File: src/rtl/dl_bus_arbiter_if.sv
// Bundle of the DL bus request/grant/data signals shared between the
// arbiter (slave side) and the four requesters plus bus observers (master side).
interface dl_bus_arbiter_if #(
    parameter int N_REQ = 4,
    parameter int W     = 8
);
    logic [N_REQ-1:0]   req;
    logic [N_REQ*W-1:0] din;
    logic               BUS_DISABLE;
    logic [N_REQ-1:0]   gnt;
    logic [N_REQ-1:0]   ack;
    logic               precharge;
    logic [W-1:0]       DL;
    logic [W-1:0]       DLq;
    logic               busy;

    // Requester / environment side
    modport master (
        output req, din, BUS_DISABLE,
        input  gnt, ack, precharge, DL, DLq, busy
    );

    // Arbiter side
    modport slave (
        input  req, din, BUS_DISABLE,
        output gnt, ack, precharge, DL, DLq, busy
    );
endinterface

File: src/rtl/dl_bus_arbiter.sv
// Round-robin arbiter and precharge/drive/sample sequencer for the 8-bit DL bus.
// Every output is decoded from registered state, so req never reaches gnt/ack
// combinationally. DLq acts as the bus keeper holding the last completed value.
module dl_bus_arbiter #(
    parameter int N_REQ = 4,
    parameter int W     = 8
) (
    input  logic              CLK,
    input  logic              SYNC_RES,
    dl_bus_arbiter_if.slave   bus
);
    localparam int PW = $clog2(N_REQ);
    localparam logic [W-1:0] BUS_IDLE = {W{1'b1}};

    typedef enum logic [1:0] {
        ST_IDLE   = 2'd0,
        ST_PRE    = 2'd1,
        ST_DRIVE  = 2'd2,
        ST_SAMPLE = 2'd3
    } state_t;

    state_t          state_reg,  state_next;
    logic [PW-1:0]   winner_reg, winner_next;
    logic [PW-1:0]   ptr_reg,    ptr_next;
    logic [W-1:0]    data_reg,   data_next;
    logic [W-1:0]    dlq_reg,    dlq_next;

    logic [W-1:0]    din_slot [N_REQ];
    logic [N_REQ-1:0] winner_onehot;
    logic [PW-1:0]   scan_base;
    logic [PW-1:0]   rr_winner;
    logic            eligible;
    logic            winner_req;

    // Split the packed data bus into per-requester slots and decode the
    // registered winner into a one-hot vector.
    generate
        for (genvar gi = 0; gi < N_REQ; gi++) begin : g_slot
            assign din_slot[gi]      = bus.din[gi*W +: W];
            assign winner_onehot[gi] = (winner_reg == PW'(gi));
        end
    endgenerate

    assign eligible   = (|bus.req) & ~bus.BUS_DISABLE;
    assign winner_req = bus.req[winner_reg];

    // Round-robin scan. Out of SAMPLE the pointer update (winner + 1) has not
    // landed in ptr_reg yet, so the back-to-back scan starts from it directly.
    always_comb begin
        logic [PW-1:0] idx;
        idx       = '0;
        scan_base = (state_reg == ST_SAMPLE) ? PW'(winner_reg + 1'b1) : ptr_reg;
        rr_winner = scan_base;
        // Walk from the farthest slot back to the base so the nearest
        // asserted request is the one left in rr_winner.
        for (int k = N_REQ - 1; k >= 0; k--) begin
            idx = scan_base + PW'(k);
            if (bus.req[idx]) begin
                rr_winner = idx;
            end
        end
    end

    // State register together with latched winner, pointer, data and keeper.
    always_ff @(posedge CLK) begin
        if (SYNC_RES) begin
            state_reg  <= ST_IDLE;
            winner_reg <= '0;
            ptr_reg    <= '0;
            data_reg   <= BUS_IDLE;
            dlq_reg    <= BUS_IDLE;
        end else begin
            state_reg  <= state_next;
            winner_reg <= winner_next;
            ptr_reg    <= ptr_next;
            data_reg   <= data_next;
            dlq_reg    <= dlq_next;
        end
    end

    // Next-state logic: arbitration in IDLE/SAMPLE, abort on a dropped winner
    // request in PRE/DRIVE, data capture entering DRIVE, keeper update leaving SAMPLE.
    always_comb begin
        state_next  = state_reg;
        winner_next = winner_reg;
        ptr_next    = ptr_reg;
        data_next   = data_reg;
        dlq_next    = dlq_reg;
        case (state_reg)
            ST_IDLE: begin
                if (eligible) begin
                    state_next  = ST_PRE;
                    winner_next = rr_winner;
                end
            end
            ST_PRE: begin
                if (winner_req) begin
                    state_next = ST_DRIVE;
                    data_next  = din_slot[winner_reg];
                end else begin
                    state_next = ST_IDLE;
                end
            end
            ST_DRIVE: begin
                state_next = winner_req ? ST_SAMPLE : ST_IDLE;
            end
            ST_SAMPLE: begin
                ptr_next = PW'(winner_reg + 1'b1);
                dlq_next = data_reg;
                if (eligible) begin
                    state_next  = ST_PRE;
                    winner_next = rr_winner;
                end else begin
                    state_next = ST_IDLE;
                end
            end
            default: state_next = ST_IDLE;
        endcase
    end

    // Output decode, purely from registered state, winner and data.
    always_comb begin
        bus.gnt       = '0;
        bus.ack       = '0;
        bus.precharge = 1'b1;
        bus.DL        = BUS_IDLE;
        bus.DLq       = dlq_reg;
        bus.busy      = (state_reg != ST_IDLE);
        case (state_reg)
            ST_PRE: begin
                bus.gnt = winner_onehot;
            end
            ST_DRIVE: begin
                bus.gnt       = winner_onehot;
                bus.precharge = 1'b0;
                bus.DL        = data_reg;
            end
            ST_SAMPLE: begin
                bus.gnt       = winner_onehot;
                bus.ack       = winner_onehot;
                bus.precharge = 1'b0;
                bus.DL        = data_reg;
            end
            default: ;
        endcase
    end
endmodule

File: src/flat_wrapper.sv
// flat-port wrapper written by rule: the top's interface ports become plain ports
module dl_bus_arbiter_flat 
#(
    parameter int N_REQ = 4,
    parameter int W     = 8
)
  (CLK, SYNC_RES, bus_req, bus_din, bus_BUS_DISABLE, bus_gnt, bus_ack, bus_precharge, bus_DL, bus_DLq, bus_busy);
  dl_bus_arbiter_if #(.N_REQ(N_REQ), .W(W)) bus_i ();
  input  logic CLK;
  input  logic SYNC_RES;
  input wire logic [$bits(bus_i.req)-1:0] bus_req;
  input wire logic [$bits(bus_i.din)-1:0] bus_din;
  input wire logic [$bits(bus_i.BUS_DISABLE)-1:0] bus_BUS_DISABLE;
  output wire logic [$bits(bus_i.gnt)-1:0] bus_gnt;
  output wire logic [$bits(bus_i.ack)-1:0] bus_ack;
  output wire logic [$bits(bus_i.precharge)-1:0] bus_precharge;
  output wire logic [$bits(bus_i.DL)-1:0] bus_DL;
  output wire logic [$bits(bus_i.DLq)-1:0] bus_DLq;
  output wire logic [$bits(bus_i.busy)-1:0] bus_busy;
  assign bus_i.req = bus_req;
  assign bus_i.din = bus_din;
  assign bus_i.BUS_DISABLE = bus_BUS_DISABLE;
  assign bus_gnt = bus_i.gnt;
  assign bus_ack = bus_i.ack;
  assign bus_precharge = bus_i.precharge;
  assign bus_DL = bus_i.DL;
  assign bus_DLq = bus_i.DLq;
  assign bus_busy = bus_i.busy;
  dl_bus_arbiter #(.N_REQ(N_REQ), .W(W)) u_core (.CLK(CLK), .SYNC_RES(SYNC_RES), .bus(bus_i));
endmodule
File: config.mk
export PLATFORM = sky130hd
export DESIGN_NAME = dl_bus_arbiter_flat
export DESIGN_NICKNAME = d
export VERILOG_FILES = /design/src/rtl/dl_bus_arbiter_if.sv /design/src/rtl/dl_bus_arbiter.sv /design/src/flat_wrapper.sv
export SDC_FILE = /design/constraint.sdc
export NUM_CORES = 1
export LEC_CHECK = 0
export CORE_ASPECT_RATIO = 1.5
export CORE_UTILIZATION = 26
export CTS_CLUSTER_DIAMETER = 120
export CTS_CLUSTER_SIZE = 16
export DETAILED_ROUTE_END_ITERATION = 8
export GPL_TIMING_DRIVEN = 0
export PLACE_DENSITY = 0.62
export SKIP_CTS_REPAIR_TIMING = 1
export SLEW_MARGIN = 5
export SYNTH_ARGS = -nofsm -noshare
export SYNTH_HDL_FRONTEND = slang
export SYNTH_SLANG_ARGS = --single-unit
File: constraint.sdc
create_clock -name CLK -period 4.1 [get_ports CLK]
set_input_delay 0.41 -clock CLK [delete_from_list [all_inputs] [get_ports CLK]]
set_output_delay 0.41 -clock CLK [all_outputs]
set_load 0.01 [all_outputs]
==> flow_metrics.py <==
metrics = {
    "job": {
        "drv_cap": 0,
    },
    "sta": {
        "rsz0062_at_grt": "false",
        "setup_tns_ns": 0,
        "maxSlewViolCount": 0,
        "post-route-period-util_pct": 65.5,
        "hold_slack_ns": 0.477,
        "clock.fmax_ghz": 0.372,
        "fin_crit_ns": 2.69,
        "slew_headroom_pct": 53.4,
        "worst_slack_ns": 1.41,
        "finalHoldViolations": 0,
        "skew_ns": 0.00414,
        "worst_slew_pin_slew_ns": 0.699,
        "finalSetupViolCount": 0,
    },
    "cells_and_area": {
        "drive_above_1_share_pct": 13.1,
        "diodes": 0,
        "areaGrowthSynthToFinish_pct": 58.3,
        "design_area_mm2": 0.00216,
        "fin_util_pct": 43.8,
        "fin_cells": 264,
        "layout.nets": 248,
    },
    "floorplanning": {
        "core_mm2": 0.00493,
        "ios": 65,
        "start_util_pct": 27.7,
        "die_area_mm2": 0.00554,
        "row_count": 31,
        "fp.dieH_um": 90.7,
        "die_w_um": 61.1,
    },
    "clock_network": {
        "root_buffer": "clkbuf_8",
        "path_clk_slew_ns": 0.09,
        "cts_tree": "yes",
        "cts_inserted_buffers": 3,
        "clock_latency_ns": 0.27,
        "cts_max_level": 1,
        "clockBufferDepth": 2,
        "cts_sinks": 22,
    },
    "worst_setup_path": {
        "required_ns": 3.69,
        "worst-r2r-setup-slack_ns": 2.06,
        "worstSetupPathType": "register to primary output",
        "crit_fanout": 10,
        "worstSetupStartpoint": "u_core.state_reg[0]",
        "timing.rr.start": "u_core.winner_reg[1]",
        "end_kind": "primary output",
        "rr_endpoint": "u_core.winner_reg[0]",
        "arrival_ns": 2.28,
        "reg2reg_depth": 7,
        "startpoint_type": "register",
    },
    "detailed_routing": {
        "drc": 0,
        "wl_per_cell_um": 13.8,
        "routed_via_density": 4.54,
        "antenna_left": 0,
        "dr.pass1.iters": 4,
        "via_count": 1198,
        "drtIter0Drc": 24,
        "wl_mm": 3.64,
    },
    "pwr": {
        "finalPower_uw": 580,
        "power.leakage_nw": 0.835,
        "power_density_mw_per_mm2": 269,
        "ir_drop_mv": 0.142,
    },
    "logic_synthesis": {
        "synthTopCellsByArea": "dfxtp_1, mux2i_1, ha_1",
        "synth_cells": 130,
        "synth_edf_count": 0,
        "muxShareOfSynthArea_pct": 30.1,
        "synth.top_cell.area_share_pct": 32.3,
        "synth_top_family_by_area": "multiplexers",
        "async_flop_share_pct": 0,
        "yosys.area_share.adder_pct": 10.0,
        "synth.yosys.seq_area_share_pct": 32.3,
        "synth_most_common_cell": "dfxtp_1",
        "synth_warnings": 0,
        "synth_cell_type_count": 32,
        "yosysTopAreaCell": "dfxtp_1",
        "synth_nets": 179,
        "synthTopCellsByCount": "dfxtp_1, mux2i_1, nand2_1",
        "syn_area_per_cell_um2": 10.5,
        "synthXorXnorAreaFrac_pct": 0,
        "ys_ff_latch": 22,
        "synth.cell_area_mm2": 0.00136,
        "synth_compound_area_share_pct": 6.70,
        "yosys.area_share.simple_pct": 16.7,
        "synthFlopType": "dfxtp_1",
    },
    "global_routing": {
        "grt_use_met1_pct": 14.2,
        "grt-busiest-layer": "met2",
        "antenna_found_initial": 0,
        "grt_pass1_wl_mm": 5.68,
        "grtUsageMet2_pct": 25.5,
        "grt_max_degree": 14,
        "grt_pass1_vias": 1266,
        "grt_use_total_pct": 14.2,
        "met3_usage_pct": 2.01,
        "overflow": 0,
    },
    "min_path": {
        "hold_end": "u_core.bus.DLq[0]",
        "min_path_type": "register to register",
        "min_path_cells": 2,
        "hp-start": "u_core.bus.DLq[0]",
    },
    "placement": {
        "placed_cells": 260,
        "dpl_cell_area_mm2": 0.00209,
        "gp_congestion": 0.759,
        "io_buffers": 64,
        "pre_cts_ws_ns": 1.66,
        "dp_hpwl_mm": 2.83,
    },
    "run_status": {
        "status": "complete, no violations",
    },
}
report_power, final:
| group | total [mW] | leakage, nW | internal, mW | switching [mW] |
|---|---|---|---|---|
| combinational | 0.141 | 0.620 | 0.0832 | 0.0582 |
| sequential | 0.232 | 0.179 | 0.224 | 0.00898 |
| clock | 0.206 | 0.0357 | 0.130 | 0.0754 |
layout by cell type (no fill, tap or decap), types with 2 or more instances in the layout:
| cell | n |
|---|---|
| o21ai_1 | 2 |
| o21ai_0 | 2 |
| buf_1 | 2 |
| mux4_2 | 5 |
| mux4_1 | 4 |
| inv_1 | 6 |
| or2_2 | 8 |
| clkdlybuf4s50_1 | 64 |
| mux2i_1 | 17 |
| clkbuf_8 | 3 |
| dfxtp_1 | 22 |
| and2_1 | 3 |
| ha_1 | 10 |
| nor2_1 | 9 |
| a221oi_1 | 2 |
| nand2_1 | 17 |
| nor2b_1 | 4 |
routing by layer:
| layer | share of wire (%) | wire, µm |
|---|---|---|
| met5 | 0 | 0 |
| met4 | 4.4 | 161 |
| met3 | 4.3 | 155 |
| met2 | 52 | 1890 |
| met1 | 39 | 1430 |
worst max-delay path, stage by stage (launching register included):
cell and delay, ns:
dfxtp_1 0.42, ha_1 0.26, buf_1 0.56, and2_1 0.23
clkdlybuf4s50_1 0.53
layout make-up:
cell class	count	area [µm²]
plain buffers	4	23.8
flip-flops and latches	22	440
clock buffers	3	41.3
well taps	66	82.6
inverters	8	32.5
repair buffers	64	641
fillers	498	2770
multi-input cells	96	866
clock inverters	1	30.0
worst max-delay path by stage:
stage	cells past startpoint	slack, ns	to
after floorplan	7	2.37	u_core.winner_reg[0]
after global placement	5	1.67	bus_DL[7]
after detailed placement	5	1.66	bus_DL[7]
after CTS	5	1.36	bus_DL[7]
after global routing	4	1.31	bus_ack[1]
final	4	1.41	bus_ack[1]
logic make-up (layout without fill, tap and decap cells):
logic type	Yosys count	in the layout
and+or+nand+nor	46	46
muxes	27	27
DFF	22	22
AOI/OAI and AO/OA	12	12
buffers and inverters	12	80
adders and majority gates	11	11
Note: power is estimated with default switching activity, not from simulation.
